$ cat src/rtl/clk_div_monitor_pkg.sv
// Shared types and defaults for the divided-clock monitor.
// State encoding plus nominal divider constants.
package clk_div_monitor_pkg;

  typedef enum logic [1:0] {
    IDLE,
    TRACK,
    LOCKED
  } state_t;

  localparam int HALF_PERIOD_DEF = 2;
  localparam int LOCK_COUNT_DEF  = 4;
  localparam int ERR_CNT_MAX     = 255;

endpackage

$ cat src/rtl/clk_div_monitor_edge_sync.sv
// Synchronizes the divided clock into the fast domain and
// flags its edges, with registered one-cycle rise/fall pulses.
module edge_sync #(
  parameter int SYNC_STAGES = 2
) (
  input  logic clk,
  input  logic reset,
  input  logic din,
  output logic edge_det,
  output logic rise_pulse,
  output logic fall_pulse
);

  logic [SYNC_STAGES-1:0] sync;
  logic                   prev;
  logic                   sync_out;

  assign sync_out = sync[SYNC_STAGES-1];
  assign edge_det = sync_out ^ prev;

  // Synchronizer chain, history flop and pulse registers.
  always_ff @(posedge clk) begin
    if (!reset) begin
      sync       <= '0;
      prev       <= 1'b0;
      rise_pulse <= 1'b0;
      fall_pulse <= 1'b0;
    end else begin
      sync[0] <= din;
      for (int i = 1; i < SYNC_STAGES; i++) begin
        sync[i] <= sync[i-1];
      end
      prev       <= sync_out;
      rise_pulse <= sync_out & ~prev;
      fall_pulse <= ~sync_out & prev;
    end
  end

endmodule

$ cat src/rtl/clk_div_monitor.sv
// Divided-clock checker: measures half-periods of div_clk,
// declares lock after a good run, counts later deviations.
module clk_div_monitor
  import clk_div_monitor_pkg::*;
#(
  parameter int HALF_PERIOD = HALF_PERIOD_DEF,
  parameter int LOCK_COUNT  = LOCK_COUNT_DEF,
  parameter int SYNC_STAGES = 2,
  parameter int CNT_W       = 8
) (
  input  logic             clk,
  input  logic             reset,
  input  logic             div_clk,
  output logic             rise_pulse,
  output logic             fall_pulse,
  output logic [CNT_W-1:0] half_cnt,
  output logic             locked,
  output logic             err,
  output logic [7:0]       err_cnt
);

  localparam int GW = $clog2(LOCK_COUNT + 1);

  localparam logic [CNT_W-1:0] HP =
    CNT_W'(HALF_PERIOD);
  localparam logic [CNT_W-1:0] TO =
    CNT_W'(2 * HALF_PERIOD + 1);
  localparam logic [GW-1:0] LC1 =
    GW'(LOCK_COUNT - 1);
  localparam logic [7:0] EMAX =
    8'(ERR_CNT_MAX);

  state_t           state, state_nx;
  logic [CNT_W-1:0] run_cnt;
  logic [CNT_W-1:0] half_nx;
  logic [GW-1:0]    good_cnt, good_nx;
  logic [7:0]       ecnt_nx;
  logic             err_nx;
  logic             bump;
  logic             edge_det;
  logic             good;
  logic             tmo;

  edge_sync #(
    .SYNC_STAGES(SYNC_STAGES)
  ) u_sync (
    .clk       (clk),
    .reset     (reset),
    .din       (div_clk),
    .edge_det  (edge_det),
    .rise_pulse(rise_pulse),
    .fall_pulse(fall_pulse)
  );

  // An edge coinciding with the timeout value counts as
  // an (over-long) edge, never as a stall.
  assign good   = (run_cnt == HP);
  assign tmo    = !edge_det && (run_cnt == TO);
  assign locked = (state == LOCKED);

  // Cycles since the last edge, saturating.
  always_ff @(posedge clk) begin
    if (!reset) begin
      run_cnt <= '0;
    end else if (edge_det) begin
      run_cnt <= CNT_W'(1);
    end else if (run_cnt != '1) begin
      run_cnt <= run_cnt + 1'b1;
    end
  end

  // FSM and measurement/error registers.
  always_ff @(posedge clk) begin
    if (!reset) begin
      state    <= IDLE;
      good_cnt <= '0;
      half_cnt <= '0;
      err      <= 1'b0;
      err_cnt  <= '0;
    end else begin
      state    <= state_nx;
      good_cnt <= good_nx;
      half_cnt <= half_nx;
      err      <= err_nx;
      err_cnt  <= ecnt_nx;
    end
  end

  // Next-state: first edge in IDLE is discarded as partial.
  always_comb begin
    state_nx = state;
    good_nx  = good_cnt;
    half_nx  = half_cnt;
    err_nx   = err;
    ecnt_nx  = err_cnt;
    bump     = 1'b0;
    unique case (state)
      IDLE: begin
        if (edge_det) begin
          state_nx = TRACK;
          good_nx  = '0;
        end
      end
      TRACK: begin
        if (edge_det) begin
          half_nx = run_cnt;
          if (!good) begin
            good_nx = '0;
          end else if (good_cnt == LC1) begin
            state_nx = LOCKED;
            good_nx  = '0;
          end else begin
            good_nx = good_cnt + 1'b1;
          end
        end else if (tmo) begin
          state_nx = IDLE;
          good_nx  = '0;
        end
      end
      LOCKED: begin
        if (edge_det) begin
          half_nx = run_cnt;
          if (!good) begin
            state_nx = TRACK;
            good_nx  = '0;
            bump     = 1'b1;
          end
        end else if (tmo) begin
          state_nx = IDLE;
          good_nx  = '0;
          bump     = 1'b1;
        end
      end
      default: begin
        state_nx = IDLE;
        good_nx  = '0;
      end
    endcase
    if (bump) begin
      err_nx = 1'b1;
      if (err_cnt != EMAX) begin
        ecnt_nx = err_cnt + 1'b1;
      end
    end
  end

endmodule

$ cat config.mk
export PLATFORM = sky130hd
export DESIGN_NAME = clk_div_monitor
export DESIGN_NICKNAME = d
export VERILOG_FILES = /design/src/rtl/clk_div_monitor_pkg.sv /design/src/rtl/clk_div_monitor_edge_sync.sv /design/src/rtl/clk_div_monitor.sv
export SDC_FILE = /design/constraint.sdc
export NUM_CORES = 1
export LEC_CHECK = 0
export CAP_MARGIN = 20
export CORE_MARGIN = 2
export CORE_UTILIZATION = 54
export CTS_CLUSTER_SIZE = 14
export DETAILED_ROUTE_END_ITERATION = 10
export GPL_TIMING_DRIVEN = 0
export HOLD_SLACK_MARGIN = 0.06
export PLACE_DENSITY_LB_ADDON = 0.05
export SLEW_MARGIN = 20
export SYNTH_ARGS = -nofsm -noshare
export SYNTH_HDL_FRONTEND = slang
export SYNTH_HIERARCHICAL = 1
export SYNTH_SLANG_ARGS = --single-unit
export TNS_END_PERCENT = 100
$ cat constraint.sdc
create_clock -name clk -period 1.95 [get_ports clk]
set_input_delay 0.39 -clock clk [delete_from_list [all_inputs] [get_ports clk]]
set_output_delay 0.39 -clock clk [all_outputs]
set_load 0.05 [all_outputs]
==> flow_summary.toml, run 1 <==
[placement]
pre_cts_ws_ns = -0.448
gp_congestion = 0.868
dp.final_hpwl_mm = 2.73
port_buffers = 22

[setup_path]
required_ns = 1.56
crit_path_start_kind = "flip-flop"
slowest_delay_ns = 0.80
cp_slowest_cell = "clkdlybuf4s50_1"
cp_num_buf_inv = 1
end_kind = "output pin"
cpLargestDelayFamily = "buffers and inverters"
crit_arrival_ns = 1.49
crit_fanout = 2
cp_cell_sequence = "clkdlybuf4s50_1"
crit_type = "flip-flop to output pin"

[sta]
fin_crit_sh = 0.964
slew_violations = 0
rsz0062_at_grt = "yes"
worst_slew_pin_slew_ns = 0.501
setup_slack_ns = 0.0704
hold_viol_final = 0
relSlewSlack = 0.665
setup-violations-final = 0
fin_skew_ns = 0.00241
period_minus_slack_ns = 1.88
max_freq_mhz = 532

[synth]
ys.warnings.count = 6
synth_cell_types = 46
synth_nets = 209
synth_edf_count = 0
syn_area_um2 = 1710
synth_top_cell_by_area = "dfxtp_1"
synthArstFlopShare = 0
ys_ff_latch = 35
synth_ff_type = "dfxtp_1"
synth_top_area_frac = 0.410
ys_seq_area_frac = 0.410
synthTopCellsByArea = "dfxtp_1 41%, ha_1 8.1%, nand2_1 6.2%, a21oi_1 4.7%, o211ai_1 2.6%"
avgSynthCellArea_um2 = 8.76
netlist_instances = 195

[clock_tree]
clockRootBuffer = "clkbuf_4"
cts-htree-levels = 2
cts.reportedPaths.clkPinSlew_ns = 0.10
cts_tree = "yes"
holdBufCountCts = 0
cts.path.max_buffers = 2
clk_latency_ns = 0.33
cts_sinks = 35
cts-buffers-inserted = 5

[outcome]
outcome = "complete, no violations"

[cells_and_area]
fillCellCount = 253
post-route-util = 0.686
seq_area_um2 = 702
multi_input_area_um2 = 955
layout_commonest_cell = "dfxtp_1"
fin_nets = 238
area_growth_pct = 21.5
antenna_cells = 0
final_cell_mix = "34 x dfxtp_1, 28 x nand2_1, 16 x a21oi_1, 13 x clkdlybuf4s50_1, 11 x nor2_1"
drive_gt1_frac = 0.138

[die]
design.die.area_um2 = 3630
rows = 20
io_pins = 23
start_util = 0.564
die_h_um = 60.2
design.core.area_um2 = 3030
die_w_um = 60.2

[route]
ant_nets = 0
drt_iter0_drc = 103
vias = 1546
wl_per_cell_um = 13.5
dr_wl_met2_mm = 1.84
routed.top_layer = "met4"
vias_per_cell = 5.77
dr_wl_met3_um = 161
wirelength_mm = 3.61
dr.pass1.iters = 4
wl_met1_mm = 1.54
route.detailed.drc = 0

[power]
powerDensity_nw_per_um2 = 685
pwr-share-clk = 0.278
p_switching_uw = 413
power_frac_seq = 0.532
p_int_uw = 1010
swShare = 0.290
peakVddDrop_v = 0.000493
p_comb_frac = 0.189
p_leak_uw = 0.000860

[grt]
antenna_found_initial = 0
grt_pass1_vias = 1419
grt_remaining_overflow = 0
grt_max_degree = 11
grt_usage = 0.227
grt_pass1_wl_mm = 6.11

[min_path]
hold_class = "flip-flop to flip-flop"

[job]
drv_cap = 0
==> routing by layer <==
layer  GRT usage  vias to the layer above
met3      0.0649                        9
met2       0.391                       31
met1       0.262                      741
met5           0                        -
met4      0.0921                        0
li1            -                      765
==> cell type report <==
cell class                      count  share of cell area
Buffer                              5              0.0199
Clock buffer                        6              0.0247
Clock inverter                      1             0.00241
Inverter                           10              0.0187
Multi-Input combinational cell    144               0.460
Sequential cell                    35               0.338
Tap cell                           44              0.0265
Timing Repair Buffer               23               0.110
==> power by group through the flow <==
stage | Combinational [µW] | Sequential (µW) | Clock [µW]
floorplan | 181 | 779 | 0
global placement | 238 | 770 | 0
detailed placement | 252 | 772 | 0
CTS | 260 | 756 | 409
global route | 300 | 761 | 442
finish | 269 | 758 | 396
==> state kept, by name, summed over array words and instances, names as in the netlist, 2 cells and up <==
signal,count
err_cnt,8
good_cnt,3
half_cnt,8
run_cnt,8
state,2
u_sync/sync,2
==> final timing paths <==
path                              from                        end  slack [ns]  depth (start not counted)
min          u_sync/sync[0]$_SDFF_PN0_  u_sync/sync[1]$_SDFF_PN0_        0.45                          1
max           half_cnt[5]$_SDFFE_PN0P_                half_cnt[5]        0.07                          1
min reg2reg  u_sync/sync[0]$_SDFF_PN0_  u_sync/sync[1]$_SDFF_PN0_        0.45                          1
max reg2reg      state[0]$_SDFFE_PN0P_   good_cnt[2]$_SDFFE_PN0P_        0.11                          7
==> Yosys cell counts (all sizes together) (3+ instances only) <==
master / instances
a21oi: 16
a31oi: 3
and2: 9
and3: 5
clkbuf: 4
dfxtp: 35
ha: 11
inv: 9
nand2: 28
nand2b: 4
nand3: 8
nor2: 11
o211ai: 6
o21ai: 8
o311ai: 4
o31ai: 4
==> worst register-to-register path, cell delays in order, from the launching register on <==
cell	delay, ns
dfxtp_1	0.39
inv_1	0.12
ha_2	0.21
buf_6	0.13
and2_2	0.22
a32oi_2	0.32
o21ai_2	0.13
o211a_1	0.23
==> cells by family after synthesis <==
group / synth area share
XOR/XNOR: 0.00513
flip-flops: 0.410
adder cells (fa/ha/maj): 0.0806
AO/OA/AOI/OAI: 0.210
buffers and inverters: 0.0476
AND/OR/NAND/NOR: 0.241
multiplexers: 0.00586
==> metrics by stage <==
step	area [µm²]	hold WS [ns]	setup TNS [ns]	instances	total power (µW)
after CTS	2050	0.456	0	268	1420
after floorplan	1710	0.412	0	195	959
after global routing	2080	0.476	-0.00321	268	1500
after global placement	1990	0.418	-1.90	261	1010
final	2080	0.451	0	268	1420
after detailed placement	1990	0.431	-3.23	261	1020
==> repair_timing <==
item                                    CTS  global route
setup buffers                             0             1
endpoints found under the setup margin   18            17
resized for setup                        11            13
gates cloned                              0             0
Note: power is estimated with default switching activity, not from simulation.
==> run 2, diff against run 1 <==
--- a/config.mk
+++ b/config.mk
@@ -6,7 +6,7 @@
 export NUM_CORES = 1
 export LEC_CHECK = 0
 export CAP_MARGIN = 20
-export CORE_MARGIN = 2
+export CORE_MARGIN = 1.5
 export CORE_UTILIZATION = 54
 export CTS_CLUSTER_SIZE = 14
 export DETAILED_ROUTE_END_ITERATION = 10
==> flow_summary.toml, run 2 (synthesis gave the netlist of run 1 again) <==
[route]
drt_iter0_drc = 75
vias = 1547
dr.pass1.iters = 4
wirelength_mm = 3.84
ant_nets = 0
wl_per_cell_um = 14.4
vias_per_cell = 5.79
route.detailed.drc = 0

[clock_tree]
cts_tree = "yes"
cts.reportedPaths.clkPinSlew_ns = 0.09
cts-buffers-inserted = 5
post_cts_resize_count = 14
cts-htree-levels = 2
clk_latency_ns = 0.34
clockRootBuffer = "clkbuf_4"
holdBufCountCts = 0
cts_sinks = 35
cts.path.max_buffers = 2
post-cts-setup-buffer-count = 0

[grt]
antenna_found_initial = 0
grt_max_degree = 11
grt_pass1_vias = 1424
grt_remaining_overflow = 0
grt_usage = 0.242
grt_pass1_wl_mm = 6.33

[setup_path]
end_kind = "flip-flop"
required_ns = 2.19
crit_path_start_kind = "flip-flop"
crit_arrival_ns = 2.15
crit_fanout = 9
crit_type = "flip-flop to flip-flop"

[sta]
fin_crit_sh = 0.980
relSlewSlack = 0.665
slew_violations = 0
setup-violations-final = 0
rsz0062_at_grt = "yes"
hold_viol_final = 0
holdWs_ns = 0.444
period_minus_slack_ns = 1.91
max_freq_mhz = 523
fin_skew_ns = 0.00748
tns_ns = 0
worst_slew_pin_slew_ns = 0.502

[outcome]
outcome = "complete, no violations"

[cells_and_area]
fin_nets = 238
post-route-util = 0.676
final_area_um2 = 2050
top_regs = "err_cnt (8), half_cnt (8), run_cnt (8)"
final_cell_mix = "35 x dfxtp_1, 28 x nand2_1, 16 x a21oi_1, 13 x clkdlybuf4s50_1, 11 x nor2_1"
antenna_cells = 0
layout_commonest_cell = "dfxtp_1"
drive_gt1_frac = 0.117
area_growth_pct = 19.9

[die]
design.die.area_um2 = 3510
die_h_um = 59.2
design.core.area_um2 = 3030
die_w_um = 59.2
rows = 20
io_pins = 23
start_util = 0.564

[power]
powerDensity_nw_per_um2 = 670
peakVddDrop_v = 0.000383
power_uw = 1370
p_leak_uw = 0.000830

[placement]
dp.final_hpwl_mm = 2.84
dpl_cell_area_um2 = 1990
gp_congestion = 0.854
port_buffers = 22

[min_path]
hold_class = "flip-flop to flip-flop"

[job]
drv_cap = 0
run 2: critical path, stage by stage, from the launching register on:
cell     delay, ns
dfxtp_1       0.39
inv_1         0.12
ha_2          0.21
buf_6         0.13
and2_2        0.22
a32oi_2       0.31
o21ai_1       0.19
o211a_1       0.24
run 2: final timing paths:
check,cells past startpoint,from,endpoint,slack (ns)
hold / removal,1,u_sync/sync[0]$_SDFF_PN0_,u_sync/sync[1]$_SDFF_PN0_,0.44
setup / recovery,7,state[0]$_SDFFE_PN0P_,good_cnt[2]$_SDFFE_PN0P_,0.04
setup reg to reg,7,state[0]$_SDFFE_PN0P_,good_cnt[2]$_SDFFE_PN0P_,0.04
hold reg to reg,1,u_sync/sync[0]$_SDFF_PN0_,u_sync/sync[1]$_SDFF_PN0_,0.44
run 2: power breakdown:
| part | total, µW | internal, µW | switching, µW |
|---|---|---|---|
| logic | 268 | 105 | 163 |
| registers | 757 | 735 | 21.9 |
| clock network | 348 | 128 | 220 |
run 2: cell type report:
type,count,area (µm²)
plain buffers,6,45.0
clock buffers,6,41.3
fillers,253,980
inverters,10,38.8
multi-input cells,144,951
flip-flops and latches,35,701
well taps,44,55.1
repair buffers,22,216
run 2: through the flow:
stage	setup slack, ns	cells
floorplan	0.0756	195
global placement	-0.342	261
detailed placement	-0.409	261
CTS	0.000249	267
global route	-0.0714	267
finish	0.0396	267
run 2: metal layers:
layer  global-route usage  share of wire  vias up
met4                0.101         0.0096        0
met1                0.283           0.42      734
met2                0.418           0.52       46
met3               0.0590          0.049        4
met5                    0              0        -
li1                     -              -      763
==> run 3, diff against run 2 <==
--- a/config.mk
+++ b/config.mk
@@ -13,6 +13,7 @@
 export GPL_TIMING_DRIVEN = 0
 export HOLD_SLACK_MARGIN = 0.06
 export PLACE_DENSITY_LB_ADDON = 0.05
+export RECOVER_POWER = 100
 export SLEW_MARGIN = 20
 export SYNTH_ARGS = -nofsm -noshare
 export SYNTH_HDL_FRONTEND = slang
==> flow_summary.toml, run 3 (synthesis gave the netlist of run 1 again) <==
[outcome]
outcome = "complete, no violations"

[clock_tree]
holdBufCountCts = 0
cts-buffers-inserted = 5
clockRootBuffer = "clkbuf_4"
cts_tree = "yes"
cts_sinks = 35
cts.reportedPaths.clkPinSlew_ns = 0.09
post-cts-setup-buffer-count = 0
cts.path.max_buffers = 2
cts-htree-levels = 2
clk_latency_ns = 0.34

[power]
swShare = 0.296
power_frac_seq = 0.551
p_leak_uw = 0.000767
peakVddDrop_v = 0.000383
powerDensity_nw_per_um2 = 680
p_comb_frac = 0.195
pwr-share-clk = 0.254
p_int_uw = 968
power_uw = 1370
p_switching_uw = 406

[placement]
port_buffers = 22
gp_congestion = 0.854
dp.final_hpwl_mm = 2.84
dp.cells = 261

[sta]
setup-violations-final = 0
fin_crit_sh = 0.986
rsz0062_at_grt = "yes"
max_freq_mhz = 520
holdWs_ns = 0.444
hold_viol_final = 0
relSlewSlack = 0.604
slew_violations = 0
worst_slew_pin_slew_ns = 0.597
period_minus_slack_ns = 1.92
tns_ns = 0
fin_skew_ns = 0.00748

[setup_path]
crit_arrival_ns = 2.17
cp_cell_sequence = "inv_1 -> ha_2 -> buf_6 -> and2_2 -> a32oi_2 -> o21ai_1 -> o211a_1"
slowest_delay_ns = 0.39
required_ns = 2.19
cp_slowest_cell = "dfxtp_1"
crit_type = "flip-flop to flip-flop"
end_kind = "flip-flop"
crit_fanout = 9
crit_path_start_kind = "flip-flop"

[cells_and_area]
drive_gt1_frac = 0.117
final_cell_mix = "35 x dfxtp_1, 28 x nand2_1, 16 x a21oi_1, 13 x clkdlybuf4s50_1, 11 x nor2_1"
final_cells = 267
antenna_cells = 0
layout_commonest_cell = "dfxtp_1"
top_regs = "err_cnt (8), half_cnt (8), run_cnt (8)"
area_growth_pct = 18.4
seq_area_um2 = 701
multi_input_area_um2 = 951
fin_nets = 238
fillCellCount = 257
post-route-util = 0.668

[job]
drv_cap = 0

[die]
rows = 20
design.die.area_um2 = 3510
die_w_um = 59.2
start_util = 0.564
design.core.area_um2 = 3030
io_pins = 23
die_h_um = 59.2

[route]
wl_per_cell_um = 14.5
wirelength_mm = 3.88
vias = 1543
route.detailed.drc = 0
vias_per_cell = 5.78
ant_nets = 0
dr.pass1.iters = 4
drt_iter0_drc = 80

[grt]
grt_usage = 0.242
grt_pass1_wl_mm = 6.33
grt_pass1_vias = 1424
grt_max_degree = 11
antenna_found_initial = 0
grt_remaining_overflow = 0

[min_path]
hold_class = "flip-flop to flip-flop"
run 3: metrics by stage:
stage / cell area, µm² / setup slack, ns
2_1_floorplan: 1710 / 0.0756
3_3_place_gp: 1990 / -0.342
3_5_place_dp: 1990 / -0.409
4_1_cts: 2040 / 0.000249
5_1_grt: 2020 / -0.0714
6_report: 2020 / 0.0264
run 3: final timing paths:
kind                             start                        end  slack (ns)  cells past startpoint
max reg2reg      state[0]$_SDFFE_PN0P_   good_cnt[2]$_SDFFE_PN0P_        0.03                      7
min          u_sync/sync[0]$_SDFF_PN0_  u_sync/sync[1]$_SDFF_PN0_        0.44                      1
max              state[0]$_SDFFE_PN0P_   good_cnt[2]$_SDFFE_PN0P_        0.03                      7
min reg2reg  u_sync/sync[0]$_SDFF_PN0_  u_sync/sync[1]$_SDFF_PN0_        0.44                      1
run 3: layer usage:
layer | GRT usage | vias to the layer above | share of wire
met3 | 0.0590 | 6 | 0.051
li1 | - | 761 | -
met1 | 0.283 | 732 | 0.43
met2 | 0.418 | 44 | 0.51
met4 | 0.101 | 0 | 0.014
met5 | 0 | - | 0
run 3: power by group through the flow:
stage,clock network [µW],logic (µW),registers [µW]
after global placement,0,238,770
after CTS,364,263,756
after detailed placement,0,254,772
after floorplan,0,181,779
after global routing,393,297,760
final,349,269,757
run 3: worst max-delay path, delay by kind of cell (launching register included):
family / cells / cell delay [ns]
compound gates: 3 / 0.75
flops: 1 / 0.39
buf+inv: 2 / 0.25
simple gates: 1 / 0.22
fa+ha+maj: 1 / 0.21
run 3: repair_timing:
| item | in CTS | in global routing |
|---|---|---|
| endpoints found under the setup margin | 19 | 17 |
| gates resized for setup | 14 | 7 |
| endpoints found under the hold margin | 0 | 0 |
run 3: final cells by class:
cell class              count  share of cell area
inverters                  10              0.0192
plain buffers               6              0.0223
clock buffers               6              0.0204
multi-input cells         144               0.470
flip-flops and latches     35               0.347
well taps                  44              0.0272
repair buffers             22              0.0941
